File: src/rtl/denise_sprite_channel.sv
// One Denise sprite channel: POS/CTL/DATA/DATB register block, arm state,
// and the two 16-bit shifters that serialise a sprite line onto sprdata.
module denise_sprite_channel #(
    parameter int SPRNUM = 0
) (
    input  logic        clk,
    input  logic        reset,
    input  logic        clk7_en,
    input  logic [8:1]  reg_address_in,
    input  logic [15:0] data_in,
    input  logic [8:0]  hpos,
    output logic [1:0]  sprdata,
    output logic        nonzero,
    output logic        attach,
    output logic        active
);

    // Channel register block sits at 0x140 + 8*SPRNUM; the bus only carries bits 8:1.
    localparam logic [8:0] POS_ADDR  = 9'h140 + 9'(SPRNUM * 8);
    localparam logic [8:0] CTL_ADDR  = POS_ADDR + 9'd2;
    localparam logic [8:0] DATA_ADDR = POS_ADDR + 9'd4;
    localparam logic [8:0] DATB_ADDR = POS_ADDR + 9'd6;

    typedef enum logic {
        DISARMED,
        ARMED
    } state_t;

    state_t      r_state;
    state_t      w_nextState;

    logic [8:0]  r_hstart;
    logic        r_attach;
    logic [15:0] r_datla;
    logic [15:0] r_datlb;
    logic [15:0] r_shifta;
    logic [15:0] r_shiftb;
    logic [3:0]  r_count;
    logic        r_active;

    logic        w_posWr;
    logic        w_ctlWr;
    logic        w_dataWr;
    logic        w_datbWr;
    logic        w_match;

    assign w_posWr  = (reg_address_in == POS_ADDR[8:1]);
    assign w_ctlWr  = (reg_address_in == CTL_ADDR[8:1]);
    assign w_dataWr = (reg_address_in == DATA_ADDR[8:1]);
    assign w_datbWr = (reg_address_in == DATB_ADDR[8:1]);

    // Match uses the registered arm state and hstart, so a write in the same
    // cycle only affects the next line.
    assign w_match = (r_state == ARMED) && (hpos == r_hstart);

    always_ff @(posedge clk) begin
        if (clk7_en) begin
            if (reset) begin
                r_state <= DISARMED;
            end else begin
                r_state <= w_nextState;
            end
        end
    end

    always_comb begin
        w_nextState = r_state;
        case (r_state)
            DISARMED: if (w_dataWr) w_nextState = ARMED;
            ARMED:    if (w_ctlWr)  w_nextState = DISARMED;
            default:  w_nextState = DISARMED;
        endcase
    end

    always_ff @(posedge clk) begin
        if (clk7_en) begin
            if (reset) begin
                r_hstart <= 9'd0;
                r_attach <= 1'b0;
                r_datla  <= 16'd0;
                r_datlb  <= 16'd0;
            end else begin
                if (w_posWr) begin
                    r_hstart[8:1] <= data_in[7:0];
                end
                if (w_ctlWr) begin
                    r_hstart[0] <= data_in[0];
                    r_attach    <= data_in[7];
                end
                if (w_dataWr) begin
                    r_datla <= data_in;
                end
                if (w_datbWr) begin
                    r_datlb <= data_in;
                end
            end
        end
    end

    // A match always wins over shifting, which also gives retrigger for free.
    always_ff @(posedge clk) begin
        if (clk7_en) begin
            if (reset) begin
                r_shifta <= 16'd0;
                r_shiftb <= 16'd0;
                r_count  <= 4'd0;
                r_active <= 1'b0;
            end else if (w_match) begin
                r_shifta <= r_datla;
                r_shiftb <= r_datlb;
                r_count  <= 4'd15;
                r_active <= 1'b1;
            end else begin
                r_shifta <= {r_shifta[14:0], 1'b0};
                r_shiftb <= {r_shiftb[14:0], 1'b0};
                if (r_active) begin
                    if (r_count == 4'd0) begin
                        r_active <= 1'b0;
                    end else begin
                        r_count <= r_count - 4'd1;
                    end
                end
            end
        end
    end

    assign sprdata = {r_shiftb[15], r_shifta[15]};
    assign nonzero = |sprdata;
    assign attach  = r_attach;
    assign active  = r_active;

endmodule

File: config.mk
export PLATFORM = sky130hd
export DESIGN_NAME = denise_sprite_channel
export DESIGN_NICKNAME = d
export VERILOG_FILES = /design/src/rtl/denise_sprite_channel.sv
export SDC_FILE = /design/constraint.sdc
export NUM_CORES = 1
export LEC_CHECK = 0
export BUFFER_PORTS_ARGS = -buffer_cell sky130_fd_sc_hd__buf_2
export CORE_MARGIN = 5
export CORE_UTILIZATION = 52
export CTS_CLUSTER_DIAMETER = 40
export DETAILED_ROUTE_END_ITERATION = 7
export MAX_ROUTING_LAYER = met4
export PLACE_DENSITY = 0.75
export SLEW_MARGIN = 20
export SYNTH_ARGS = -nofsm -noshare
export SYNTH_HDL_FRONTEND = slang
export SYNTH_SLANG_ARGS = --single-unit
File: constraint.sdc
create_clock -name clk -period 2.05 [get_ports clk]
set_input_delay 0 -clock clk [delete_from_list [all_inputs] [get_ports clk]]
set_output_delay 0 -clock clk [all_outputs]
set_load 0.02 [all_outputs]
==> flow_summary.json <==
{
  "drt_wl_total_um": 7030,
  "cp_max_fo": 4,
  "fp.dieW_um": 92.3,
  "internal_cell_power_mw": 2.58,
  "worstHoldPathType": "in -> reg",
  "synth_top_cells_by_area": "sky130_fd_sc_hd__edfxtp_1 (68%), sky130_fd_sc_hd__o31ai_1 (6.4%), sky130_fd_sc_hd__nand4_1 (5.7%)",
  "syn_area_um2": 3520,
  "yosysTopAreaCell": "sky130_fd_sc_hd__edfxtp_1",
  "clock-skew-final_ps": 10.4,
  "drtAntennaViolNets": 0,
  "pwr-share-comb_pct": 9.2,
  "insertedDiodeCount": 0,
  "yosysTopAreaCellShare_pct": 68.2,
  "power.leakage_nw": 1.31,
  "first_global_vias": 2361,
  "cts_tree": "built",
  "multiInputGateArea_um2": 973,
  "maxSlewHeadroom_pct": 66.9,
  "die_h_um": 92.3,
  "cp.arrival_ps": 1710,
  "min-delay-start": "data_in[10]",
  "end_of_flow_core_utilization_pct": 59.9,
  "drive_gt1_share_pct": 21.2,
  "detail_route.iter0.violations": 249,
  "outcome": "complete, no violations",
  "fin_hold_ws_ps": 12.7,
  "slew_viol_final": 0,
  "cts.reportedPaths.clkPinSlew_ps": 80,
  "globalRouteTotalUtil_pct": 18.2,
  "design.core.area_um2": 6680,
  "syn_inst": 267,
  "drt_pass1_iterations": 5,
  "total_number_of_vias": 2334,
  "dpl-instance-area_um2": 3810,
  "yosysSeqAreaShare_pct": 68.2,
  "globalRoute.totalOverflow": 0,
  "max_freq_mhz": 583,
  "power.density_cell_area_nw_per_um2": 834,
  "crit-reg2reg-launch": "r_hstart[0]",
  "grt_pass1_wl_um": 11600,
  "switchingPower_mw": 0.762,
  "layout.filler_cells": 533,
  "rrSetupSlack_ps": 330,
  "timing.critical_path.required_ps": 2050,
  "detailedPlacementHpwl_um": 4360,
  "cts_resized": 0,
  "gpl.final_weighted_congestion": 0.787,
  "detail_route.drc_violations": 0,
  "clock_tree.htree_level_count": 3,
  "vdd_ir_drop_max_mv": 0.446,
  "setup-tns-final_ps": 0,
  "post-route-period-util_pct": 83.7,
  "synth.yosys.warnings": 0,
  "worstSetupStartpointType": "flop",
  "postCtsHoldBufs": 2,
  "area_growth_pct": 13.7,
  "initial_core_util_pct": 52.7,
  "min_delay_path_depth": 2,
  "worst_hold_path_ep": "r_datlb[10]",
  "grt_antenna_before_repair": 0,
  "vias_per_cell": 6.03,
  "ys_ff_latch": 80,
  "largest_net_degree_at_the_start_of_global_routing": 49,
  "fin_crit_ps": 1720,
  "criticalPathCategory": "reg -> reg",
  "netlist-cell-type-count": 27,
  "synth_fp_nets": 304,
  "worstSetupEndpointType": "flop",
  "timing.final.setup_violations": 0,
  "unrepaired_setup_endpoints_after_global_routing": "no",
  "switching_share_pct": 22.8,
  "final-hold-violation-count": 0,
  "fp-row-count": 30,
  "cts_num_sinks": 80,
  "clock_tree.root_cell": "sky130_fd_sc_hd__clkbuf_8",
  "clk-insertion-delay-late_ps": 340,
  "critical_path.reg2reg.endpoint": "r_count[1]",
  "worst-slew-pin-transition_ps": 497,
  "numPortBuffers": 40,
  "total_power_mw": 3.34,
  "io_pins": 41,
  "fin_nets": 339,
  "numCtsBuffers": 9,
  "cts.path.max_buffers": 2,
  "synthesis.area_per_instance_um2": 13.2,
  "area.sequential_um2": 2400,
  "wl_per_cell_um": 18.2,
  "die_area_um2": 8520,
  "postCtsSetupBuffers": 0,
  "power.share.sequential_pct": 58.4,
  "power.clock.fraction_pct": 32.4,
  "rr_worst_depth": 4,
  "drv.max_cap_violation_count": 0,
  "final_design_area_no_fill_um2": 4010
}
-- registers in the layout, indices dropped and copies added (netlist names) --
register  count
r_shifta     16
r_state       1
r_hstart      9
r_count       4
r_shiftb     16
active        1
attach        1
r_datla      16
r_datlb      16
-- metrics by stage --
stage	std cells	setup slack [ps]
detailed placement	369	285
global route	387	190
CTS	387	310
floorplan	267	80.1
global placement	369	332
finish	387	334
-- power groups by stage --
stage | Sequential, mW | Clock [mW] | Combinational (mW)
finish | 1.95 | 1.08 | 0.309
global route | 1.96 | 1.16 | 0.343
CTS | 1.95 | 1.10 | 0.312
detailed placement | 1.98 | 0 | 0.309
global placement | 1.98 | 0 | 0.297
floorplan | 1.98 | 0 | 0.189
-- critical path, stage by stage, from the launching register on --
cell and delay, ps:
sky130_fd_sc_hd__edfxtp_1 380, sky130_fd_sc_hd__xnor2_1 210, sky130_fd_sc_hd__and4_1 260, sky130_fd_sc_hd__nand3_1 140, sky130_fd_sc_hd__a31oi_1 400
-- placed cells by master, fill, tap and decap left out --
master                          instances
sky130_fd_sc_hd__a21oi_1               37
sky130_fd_sc_hd__a31oi_1                2
sky130_fd_sc_hd__and2_1                 1
sky130_fd_sc_hd__and4_1                 2
sky130_fd_sc_hd__buf_12                 2
sky130_fd_sc_hd__buf_2                 40
sky130_fd_sc_hd__buf_4                  9
sky130_fd_sc_hd__bufinv_16              1
sky130_fd_sc_hd__clkbuf_1               2
sky130_fd_sc_hd__clkbuf_8               9
sky130_fd_sc_hd__clkinv_1               2
sky130_fd_sc_hd__clkinv_2               2
sky130_fd_sc_hd__dlygate4sd3_1          2
sky130_fd_sc_hd__edfxtp_1              80
sky130_fd_sc_hd__ha_1                   1
sky130_fd_sc_hd__inv_1                  6
sky130_fd_sc_hd__nand2_1                2
sky130_fd_sc_hd__nand2b_1               3
sky130_fd_sc_hd__nand3_1                1
sky130_fd_sc_hd__nand4_1               32
sky130_fd_sc_hd__nor2_1                 4
sky130_fd_sc_hd__nor2b_1               16
sky130_fd_sc_hd__nor3_1                 2
sky130_fd_sc_hd__nor3b_1                2
sky130_fd_sc_hd__o21a_1                 2
sky130_fd_sc_hd__o21ai_0                1
sky130_fd_sc_hd__o21bai_1               1
sky130_fd_sc_hd__o31ai_1               30
sky130_fd_sc_hd__or2_2                  1
sky130_fd_sc_hd__or3_4                  1
sky130_fd_sc_hd__or4b_1                 1
sky130_fd_sc_hd__xnor2_1               10
-- cell type report --
class	instances	share of cell area (%)
tap	80	2.50
multi-input combinational	152	24.3
clock inverter	5	1.19
clock buffer	11	3.28
inverter	6	0.562
timing repair buffer	53	8.18
sequential	80	60.0
-- logic make-up (layout without fill, tap and decap cells) --
group / count (synthesis) / in the layout / synth area share (%)
DFF: 80 / 80 / 68.2
buffers and inverters: 35 / 75 / 4.16
AOI/OAI and AO/OA: 73 / 73 / 12.8
xor gates and xnor gates: 10 / 10 / 2.49
adders and majority gates: 1 / 1 / 0.355
and+or+nand+nor: 68 / 68 / 12.0
-- metal layers --
metal,share of wire (%),vias to the layer above,GRT usage [%]
met5,0,-,-
met1,42,1143,23.1
li1,-,1107,-
met4,1.8,0,8.04
met3,5.8,9,2.84
met2,50,75,29.2
-- Yosys cell counts, drive strengths merged --
library cell	count
nand2b	3
nor3b	2
nor2	4
clkbuf	20
inv	6
nand2	2
o21ai	1
or3	1
edfxtp	80
o21a	2
and2	1
and4	2
nor3	2
or2	1
o31ai	30
ha	1
nor2b	16
nand4	32
buf	9
o21bai	1
a21oi	37
nand3	1
xnor2	10
a31oi	2
or4b	1
-- worst max-delay path by stage --
| stage | startpoint | end | slack, ps | depth (start not counted) |
|---|---|---|---|---|
| finish | r_hstart[0] | r_count[1] | 330 | 4 |
| global route | r_hstart[2] | r_shifta[7] | 190 | 5 |
| CTS | r_hstart[0] | r_count[1] | 310 | 4 |
| detailed placement | reg_address_in[4] | r_hstart[2] | 290 | 5 |
| global placement | reg_address_in[4] | r_hstart[2] | 330 | 5 |
| floorplan | reg_address_in[4] | r_datla[0] | 80 | 4 |
(Power assumes the default switching activity.)
